## src/rtl/i2c_pkg.sv

```systemverilog
// Shared definitions for the I2C byte sequencer: bit-controller command codes,
// byte-command flag positions and the sequencer state encoding.
package i2c_pkg;

  localparam logic [2:0] BIT_CMD_IDLE  = 3'b000;
  localparam logic [2:0] BIT_CMD_START = 3'b001;
  localparam logic [2:0] BIT_CMD_WRITE = 3'b010;
  localparam logic [2:0] BIT_CMD_READ  = 3'b011;
  localparam logic [2:0] BIT_CMD_STOP  = 3'b100;

  localparam int CMD_START = 3;
  localparam int CMD_STOP  = 2;
  localparam int CMD_WRITE = 1;
  localparam int CMD_READ  = 0;

  typedef enum logic [2:0] {
    ST_IDLE,
    ST_START,
    ST_WRITE,
    ST_READ,
    ST_ACK,
    ST_STOP,
    ST_DONE
  } state_t;

  // The ACK slot reads the slave's ACK after a WRITE and drives our ACK after a READ.
  function automatic logic [2:0] bit_cmd_of(state_t s, logic is_write);
    case (s)
      ST_START: return BIT_CMD_START;
      ST_WRITE: return BIT_CMD_WRITE;
      ST_READ:  return BIT_CMD_READ;
      ST_ACK:   return is_write ? BIT_CMD_READ : BIT_CMD_WRITE;
      ST_STOP:  return BIT_CMD_STOP;
      default:  return BIT_CMD_IDLE;
    endcase
  endfunction

endpackage

```

## src/rtl/i2c_master_byte_control_if.sv

```systemverilog
// Host-side byte command handshake plus the bit-controller command/response lines.
interface i2c_master_byte_control_if;
  logic       i_cmd_valid;
  logic [3:0] i_cmd;
  logic [7:0] i_tx_byte;
  logic       i_ack_in;
  logic       o_busy;
  logic       o_done;
  logic [7:0] o_rx_byte;
  logic       o_ack_rx;
  logic       o_error;
  logic [2:0] o_bit_cmd;
  logic       o_bit_data;
  logic       i_bit_done;
  logic       i_bit_data;

  modport master (
    input  i_cmd_valid, i_cmd, i_tx_byte, i_ack_in, i_bit_done, i_bit_data,
    output o_busy, o_done, o_rx_byte, o_ack_rx, o_error, o_bit_cmd, o_bit_data
  );

  modport slave (
    output i_cmd_valid, i_cmd, i_tx_byte, i_ack_in, i_bit_done, i_bit_data,
    input  o_busy, o_done, o_rx_byte, o_ack_rx, o_error, o_bit_cmd, o_bit_data
  );
endinterface

```

## src/rtl/i2c_byte_shifter.sv

```systemverilog
// 8-bit load/shift register with a 7->0 bit counter; MSB is the TX bit, LSB takes RX bits.
module i2c_byte_shifter (
  input  logic       i_clk,
  input  logic       i_rst_n,
  input  logic       i_load,
  input  logic [7:0] i_load_byte,
  input  logic       i_shift,
  input  logic       i_shift_in,
  output logic [7:0] o_byte,
  output logic       o_last
);
  logic [7:0] r_shift;
  logic [2:0] r_cnt;

  always_ff @(posedge i_clk or negedge i_rst_n) begin
    if (!i_rst_n) begin
      r_shift <= 8'h00;
      r_cnt   <= 3'd7;
    end else if (i_load) begin
      r_shift <= i_load_byte;
      r_cnt   <= 3'd7;
    end else if (i_shift) begin
      r_shift <= {r_shift[6:0], i_shift_in};
      r_cnt   <= r_cnt - 3'd1;
    end
  end

  assign o_byte = r_shift;
  assign o_last = (r_cnt == 3'd0);
endmodule

```

## src/rtl/i2c_master_byte_control.sv

```systemverilog
// Byte-level sequencer driving master_bit_control. Optional watchdog abort is
// enabled by defining I2C_BYTE_TIMEOUT_EN.
module i2c_master_byte_control
  import i2c_pkg::*;
#(
  parameter int TIMEOUT_CYCLES = 4096
) (
  input logic                       i_clk_master,
  input logic                       i_reset_n,
  i2c_master_byte_control_if.master io_bus
);

  state_t     r_state;
  logic       r_busy;
  logic       r_done;
  logic       r_error;
  logic [7:0] r_rx_byte;
  logic       r_ack_rx;
  logic [2:0] r_bit_cmd;
  logic       r_bit_data;
  logic       r_f_stop;
  logic       r_f_write;
  logic       r_f_read;
  logic       r_ack_in;

  logic       w_accept;
  logic       w_wr;
  logic       w_rd;
  state_t     w_first;
  state_t     w_adv_state;
  logic       w_adv_msb;
  logic       w_shift;
  logic       w_last;
  logic [7:0] w_byte;

  function automatic state_t after_start(logic stop, logic wr, logic rd);
    if (wr)   return ST_WRITE;
    if (rd)   return ST_READ;
    if (stop) return ST_STOP;
    return ST_DONE;
  endfunction

  // READ-type slots leave SDA released; the ACK after a READ carries the host's ACK level.
  function automatic logic bit_data_of(state_t s, logic msb, logic is_write, logic ack_lvl);
    case (s)
      ST_WRITE: return msb;
      ST_READ:  return 1'b1;
      ST_ACK:   return is_write ? 1'b1 : ack_lvl;
      default:  return 1'b0;
    endcase
  endfunction

  assign w_accept = io_bus.i_cmd_valid && !r_busy;
  assign w_wr     = io_bus.i_cmd[CMD_WRITE];
  assign w_rd     = io_bus.i_cmd[CMD_READ] && !io_bus.i_cmd[CMD_WRITE];
  assign w_first  = io_bus.i_cmd[CMD_START] ? ST_START
                                            : after_start(io_bus.i_cmd[CMD_STOP], w_wr, w_rd);
  assign w_shift  = ((r_state == ST_WRITE) || (r_state == ST_READ)) &&
                    (r_bit_cmd != BIT_CMD_IDLE) && io_bus.i_bit_done;

  i2c_byte_shifter u_shifter (
    .i_clk       (i_clk_master),
    .i_rst_n     (i_reset_n),
    .i_load      (w_accept),
    .i_load_byte (io_bus.i_tx_byte),
    .i_shift     (w_shift),
    .i_shift_in  (io_bus.i_bit_data),
    .o_byte      (w_byte),
    .o_last      (w_last)
  );

  // Successor of the current bit slot; inside WRITE the next MSB is bit 6 because the shift lands on the same edge.
  always_comb begin
    w_adv_state = ST_DONE;
    w_adv_msb   = w_byte[7];
    case (r_state)
      ST_START: w_adv_state = after_start(r_f_stop, r_f_write, r_f_read);
      ST_WRITE: begin
        w_adv_state = w_last ? ST_ACK : ST_WRITE;
        w_adv_msb   = w_byte[6];
      end
      ST_READ:  w_adv_state = w_last ? ST_ACK : ST_READ;
      ST_ACK:   w_adv_state = r_f_stop ? ST_STOP : ST_DONE;
      default:  w_adv_state = ST_DONE;
    endcase
  end

`ifdef I2C_BYTE_TIMEOUT_EN
  localparam logic [11:0] WD_LIMIT = 12'(TIMEOUT_CYCLES - 1);
  logic [11:0] r_wdog;
  logic        w_new_cmd;

  assign w_new_cmd = (r_state != ST_IDLE) && (r_state != ST_DONE) &&
                     ((r_bit_cmd == BIT_CMD_IDLE) || io_bus.i_bit_done);

  always_ff @(posedge i_clk_master or negedge i_reset_n) begin
    if (!i_reset_n) begin
      r_wdog <= 12'd0;
    end else if (w_new_cmd) begin
      r_wdog <= 12'd0;
    end else if (r_bit_cmd != BIT_CMD_IDLE) begin
      r_wdog <= r_wdog + 12'd1;
    end
  end
`else
  logic w_unused_cfg;
  assign w_unused_cfg = (TIMEOUT_CYCLES != 0);
`endif

  always_ff @(posedge i_clk_master or negedge i_reset_n) begin
    if (!i_reset_n) begin
      r_state    <= ST_IDLE;
      r_busy     <= 1'b0;
      r_done     <= 1'b0;
      r_error    <= 1'b0;
      r_rx_byte  <= 8'h00;
      r_ack_rx   <= 1'b1;
      r_bit_cmd  <= BIT_CMD_IDLE;
      r_bit_data <= 1'b0;
      r_f_stop   <= 1'b0;
      r_f_write  <= 1'b0;
      r_f_read   <= 1'b0;
      r_ack_in   <= 1'b0;
    end else begin
      r_done  <= 1'b0;
      r_error <= 1'b0;
      case (r_state)
        ST_IDLE, ST_DONE: begin
          r_state    <= ST_IDLE;
          r_bit_cmd  <= BIT_CMD_IDLE;
          r_bit_data <= 1'b0;
          if (w_accept) begin
            r_f_stop  <= io_bus.i_cmd[CMD_STOP];
            r_f_write <= w_wr;
            r_f_read  <= w_rd;
            r_ack_in  <= io_bus.i_ack_in;
            if (w_first == ST_DONE) begin
              r_state <= ST_DONE;
              r_done  <= 1'b1;
            end else begin
              r_state <= w_first;
              r_busy  <= 1'b1;
            end
          end
        end
        default: begin
          if (r_bit_cmd == BIT_CMD_IDLE) begin
            r_bit_cmd  <= bit_cmd_of(r_state, r_f_write);
            r_bit_data <= bit_data_of(r_state, w_byte[7], r_f_write, r_ack_in);
          end else if (io_bus.i_bit_done) begin
            if (r_state == ST_ACK) begin
              if (r_f_write) r_ack_rx  <= io_bus.i_bit_data;
              else           r_rx_byte <= w_byte;
            end
            r_state    <= w_adv_state;
            r_bit_cmd  <= bit_cmd_of(w_adv_state, r_f_write);
            r_bit_data <= bit_data_of(w_adv_state, w_adv_msb, r_f_write, r_ack_in);
            if (w_adv_state == ST_DONE) begin
              r_done <= 1'b1;
              r_busy <= 1'b0;
            end
          end
`ifdef I2C_BYTE_TIMEOUT_EN
          else if (r_wdog == WD_LIMIT) begin
            r_state    <= ST_DONE;
            r_bit_cmd  <= BIT_CMD_IDLE;
            r_bit_data <= 1'b0;
            r_done     <= 1'b1;
            r_error    <= 1'b1;
            r_busy     <= 1'b0;
          end
`endif
        end
      endcase
    end
  end

  assign io_bus.o_busy     = r_busy;
  assign io_bus.o_done     = r_done;
  assign io_bus.o_error    = r_error;
  assign io_bus.o_rx_byte  = r_rx_byte;
  assign io_bus.o_ack_rx   = r_ack_rx;
  assign io_bus.o_bit_cmd  = r_bit_cmd;
  assign io_bus.o_bit_data = r_bit_data;

endmodule

```

## src/flat_wrapper.sv

```systemverilog
// flat-port wrapper written by rule: the top's interface ports become plain ports
module i2c_master_byte_control_flat import i2c_pkg::*;
#(
  parameter int TIMEOUT_CYCLES = 4096
)
  (i_clk_master, i_reset_n, io_bus_i_cmd_valid, io_bus_i_cmd, io_bus_i_tx_byte, io_bus_i_ack_in, io_bus_i_bit_done, io_bus_i_bit_data, io_bus_o_busy, io_bus_o_done, io_bus_o_rx_byte, io_bus_o_ack_rx, io_bus_o_error, io_bus_o_bit_cmd, io_bus_o_bit_data);
  i2c_master_byte_control_if io_bus_i ();
  input logic i_clk_master;
  input logic i_reset_n;
  input wire logic [$bits(io_bus_i.i_cmd_valid)-1:0] io_bus_i_cmd_valid;
  input wire logic [$bits(io_bus_i.i_cmd)-1:0] io_bus_i_cmd;
  input wire logic [$bits(io_bus_i.i_tx_byte)-1:0] io_bus_i_tx_byte;
  input wire logic [$bits(io_bus_i.i_ack_in)-1:0] io_bus_i_ack_in;
  input wire logic [$bits(io_bus_i.i_bit_done)-1:0] io_bus_i_bit_done;
  input wire logic [$bits(io_bus_i.i_bit_data)-1:0] io_bus_i_bit_data;
  output wire logic [$bits(io_bus_i.o_busy)-1:0] io_bus_o_busy;
  output wire logic [$bits(io_bus_i.o_done)-1:0] io_bus_o_done;
  output wire logic [$bits(io_bus_i.o_rx_byte)-1:0] io_bus_o_rx_byte;
  output wire logic [$bits(io_bus_i.o_ack_rx)-1:0] io_bus_o_ack_rx;
  output wire logic [$bits(io_bus_i.o_error)-1:0] io_bus_o_error;
  output wire logic [$bits(io_bus_i.o_bit_cmd)-1:0] io_bus_o_bit_cmd;
  output wire logic [$bits(io_bus_i.o_bit_data)-1:0] io_bus_o_bit_data;
  assign io_bus_i.i_cmd_valid = io_bus_i_cmd_valid;
  assign io_bus_i.i_cmd = io_bus_i_cmd;
  assign io_bus_i.i_tx_byte = io_bus_i_tx_byte;
  assign io_bus_i.i_ack_in = io_bus_i_ack_in;
  assign io_bus_i.i_bit_done = io_bus_i_bit_done;
  assign io_bus_i.i_bit_data = io_bus_i_bit_data;
  assign io_bus_o_busy = io_bus_i.o_busy;
  assign io_bus_o_done = io_bus_i.o_done;
  assign io_bus_o_rx_byte = io_bus_i.o_rx_byte;
  assign io_bus_o_ack_rx = io_bus_i.o_ack_rx;
  assign io_bus_o_error = io_bus_i.o_error;
  assign io_bus_o_bit_cmd = io_bus_i.o_bit_cmd;
  assign io_bus_o_bit_data = io_bus_i.o_bit_data;
  i2c_master_byte_control #(.TIMEOUT_CYCLES(TIMEOUT_CYCLES)) u_core (.i_clk_master(i_clk_master), .i_reset_n(i_reset_n), .io_bus(io_bus_i));
endmodule
```

## config.mk

```make
export PLATFORM = sky130hd
export DESIGN_NAME = i2c_master_byte_control_flat
export DESIGN_NICKNAME = d
export VERILOG_FILES = /design/src/rtl/i2c_pkg.sv /design/src/rtl/i2c_master_byte_control_if.sv /design/src/rtl/i2c_byte_shifter.sv /design/src/rtl/i2c_master_byte_control.sv /design/src/flat_wrapper.sv
export SDC_FILE = /design/constraint.sdc
export NUM_CORES = 1
export LEC_CHECK = 0
export BUFFER_PORTS_ARGS = -buffer_cell sky130_fd_sc_hd__buf_2
export CORE_ASPECT_RATIO = 0.75
export CORE_MARGIN = 1.5
export CORE_UTILIZATION = 51
export CTS_BUF_LIST = sky130_fd_sc_hd__clkbuf_8
export DETAILED_ROUTE_END_ITERATION = 10
export GPL_TIMING_DRIVEN = 1
export HOLD_SLACK_MARGIN = 0.03
export PLACE_DENSITY_LB_ADDON = 0.25
export SLEW_MARGIN = 30
export SYNTH_ARGS = -nofsm -noshare
export SYNTH_HDL_FRONTEND = slang
export SYNTH_SLANG_ARGS = --single-unit
```

## constraint.sdc

```tcl
create_clock -name i_clk_master -period 1.7 [get_ports i_clk_master]
set_input_delay 0.085 -clock i_clk_master [delete_from_list [all_inputs] [get_ports i_clk_master]]
set_output_delay 0.085 -clock i_clk_master [all_outputs]
set_load 0.02 [all_outputs]
```

==> results.yml <==
clock_network:
  numCtsBuffers: 5
  h-tree-depth: 2
  cts_tree: "done"
  clock-root-buffer: "clkbuf_8"
  clock_latency_ns: 0.29
  clockBufferDepth: 2
  clock_sinks: 33
  clk_pin_slew_ns: 0.07
drt:
  num_vias: 1699
  routed_wl_microns: 5140
  drc: 0
  via_per_inst: 5.88
  first_pass_iters: 6
  routedWlPerCell_microns: 17.8
  drtIter0Drc: 121
  postRouteAntennaNets: 0
die:
  ios: 34
  rows: 18
  die_w_microns: 71.8
  die_area_sq_um: 3920
  core_sq_um: 3330
  fp.dieH_microns: 54.6
  start_util_pct: 54.3
placed_design:
  place_inst: 265
  hpwl_microns: 3190
  portBuffers: 32
  place_area_sq_um: 2160
  finalWeightedCongestion: 0.976
  post-place-ws_ns: -0.108
yosys:
  async_flop_share_pct: 100
  synth.net_count: 200
  syn_avg_cell_area_sq_um: 10.1
  synth-seq-area-share_pct: 45.9
  yosys.cell_types.count: 45
  synth_seq_cells: 33
  syn_area_sq_um: 1810
  synthCells: 180
  synthFlopType: "dfrtp_1"
  synth_edf_count: 0
  ys_warn_count: 0
final_layout:
  nets: 268
  fin_util_pct: 76.7
  drive_above_1_share_pct: 43.4
  syn_to_final_growth_pct: 41.2
  num_antenna_cells: 0
  final_area_sq_um: 2560
  fin_cells: 289
worst_setup_path:
  path_class: "register to register"
  cp.arrival_ns: 1.93
  cp-end-kind: "register"
  critPathLaunchType: "register"
  cp.required_ns: 1.93
  cp_max_fo: 2
timing:
  period_minus_slack_ns: 1.70
  slew_headroom_pct: 50.1
  slew_violations: 0
  period_share_pct: 99.9
  setup_viol_count_final: 0
  setup_tns_ns: 0
  clock_skew_ns: 0.00403
  clock.fmax_ghz: 0.589
  tightest_slew_ns: 0.748
  finalWorstSetupSlack_ns: 0.00231
  rsz0062_at_grt: "yes"
  finalHoldViolations: 0
global_route:
  antenna_found_initial: 0
  grt_max_degree: 34
  grt_usage_pct: 25.5
  grt_overflow_total: 0
  use_met3_pct: 5.71
  use_met2_pct: 41.4
  met1_usage_pct: 33.6
  first_global_vias: 1617
  busiest_layer: "met2"
  grt_pass1_wl_microns: 7520
power:
  p_leak_nw: 1.18
  power_density_nw_per_um2: 1760
  peakVddDrop_v: 0.00109
hold_path:
  hp-class: "input pin to register"
outcome:
  status: "completed"
run:
  maxCapViolations: 0
state kept, by name, indices dropped and copies added, names as in the netlist:
signal	flops
u_core.io_bus.o_bit_cmd	3
u_core.io_bus.o_done	1
u_core.r_f_read	1
u_core.r_state	3
u_core.r_f_write	1
u_core.r_f_stop	1
u_core.u_shifter.o_byte	8
u_core.u_shifter.r_cnt	3
u_core.io_bus.o_bit_data	1
u_core.io_bus.o_busy	1
u_core.r_ack_in	1
u_core.io_bus.o_rx_byte	8
u_core.io_bus.o_ack_rx	1
worst paths after layout:
path	end	from	slack, ns	cells past startpoint
setup / recovery	u_core.io_bus.o_bit_cmd[0]	u_core.u_shifter.r_cnt[1]	0.002	9
hold / removal	u_core.u_shifter.o_byte[0]	io_bus_i_tx_byte[0]	0.05	3
setup reg to reg	u_core.io_bus.o_bit_cmd[0]	u_core.u_shifter.r_cnt[1]	0.002	9
hold reg to reg	u_core.io_bus.o_rx_byte[3]	u_core.io_bus.o_rx_byte[3]	0.51	1
max in group asynchronous	u_core.r_state[2]	i_reset_n	0.79	2
min in group asynchronous	u_core.r_state[0]	i_reset_n	0.40	2
power by group:
part | internal (mW) | switching (mW) | total (mW)
registers | 1.14 | 0.252 | 1.39
clock network | 0.472 | 0.301 | 0.772
logic | 1.10 | 1.25 | 2.34
total | 2.70 | 1.80 | 4.50
critical path, stage by stage, from the launching register on:
cell     delay [ns]
dfstp_2        0.54
inv_2          0.05
ha_4           0.15
nor2b_4        0.12
o22ai_1        0.10
a22o_1         0.19
buf_6          0.12
buf_6          0.08
and3_4         0.16
o32a_1         0.12
layout by cell type (no fill, tap or decap), types with 3 or more instances in the layout:
cell type,instances
buf_2,32
dfrtp_1,28
buf_4,25
nand2_1,17
nor2_1,14
o21ai_0,14
mux2i_1,9
mux2_4,9
dlygate4sd3_1,8
a21oi_1,7
nor3_1,6
clkbuf_8,6
nand2b_1,5
nor2b_1,4
dfstp_2,4
inv_1,3
mux2_2,3
nand3_1,3
buf_6,3
final cells by class:
class	instances	area [sq um]
Multi-Input combinational cell	134	1040
Sequential cell	33	832
Fill cell	209	777
Timing Repair Buffer	70	502
Clock buffer	6	82.6
Tap cell	40	50.0
Clock inverter	2	33.8
Inverter	4	15.0
metrics by stage:
step                      power (mW)  hold WS, ns
final                           4.50       0.0477
after floorplan                 2.55       -0.211
after global placement          3.19        0.181
after CTS                       4.32       0.0405
after global routing            4.72       0.0538
after detailed placement        3.28        0.185
kinds of logic after synthesis:
logic type	Yosys count	share of synthesized area, %
fa+ha+maj	2	1.38
buf+inv	13	3.39
flops	33	45.9
xor+xnor	2	0.968
other cells	1	0.207
simple gates	68	20.9
mux	21	12.4
compound gates	40	14.8
cells in the mapped netlist, types with 2 or more instances:
| master | count | share of area, % |
|---|---|---|
| nand3_1 | 3 | 0.83 |
| or2_2 | 2 | 0.69 |
| a21oi_1 | 8 | 2.2 |
| ha_1 | 2 | 1.4 |
| and3_1 | 2 | 0.69 |
| nor4_1 | 2 | 0.69 |
| dfrtp_1 | 29 | 40 |
| and2b_1 | 2 | 0.83 |
| mux2_2 | 12 | 7.5 |
| nor3_1 | 6 | 1.7 |
| o21ai_0 | 15 | 4.1 |
| inv_1 | 4 | 0.83 |
| o22ai_1 | 2 | 0.69 |
| a22oi_1 | 2 | 0.83 |
| nor2_1 | 14 | 2.9 |
| nor2b_1 | 5 | 1.7 |
| nand2_1 | 17 | 3.5 |
| clkbuf_1 | 5 | 1.0 |
| o32ai_1 | 2 | 0.97 |
| nand2b_1 | 6 | 2.1 |
| buf_4 | 3 | 1.2 |
| dfstp_2 | 4 | 5.8 |
| o32a_1 | 2 | 1.1 |
| mux2i_1 | 9 | 5.0 |
| a21o_1 | 2 | 0.83 |
timing repair:
action,4_1_cts,5_1_grt
buffers inserted,6,3
hold buffers,8,0
pin swaps,7,3
endpoints found under the hold margin,36,0
endpoints found under the setup margin,3,21
gates resized for setup,23,10
routing by layer:
layer	share of wire, %	wire length (microns)
met1	44	2260
met2	48	2460
met3	6.0	307
met4	2.1	109
met5	0	0
No activity file was read; power rests on OpenSTA's default activity.
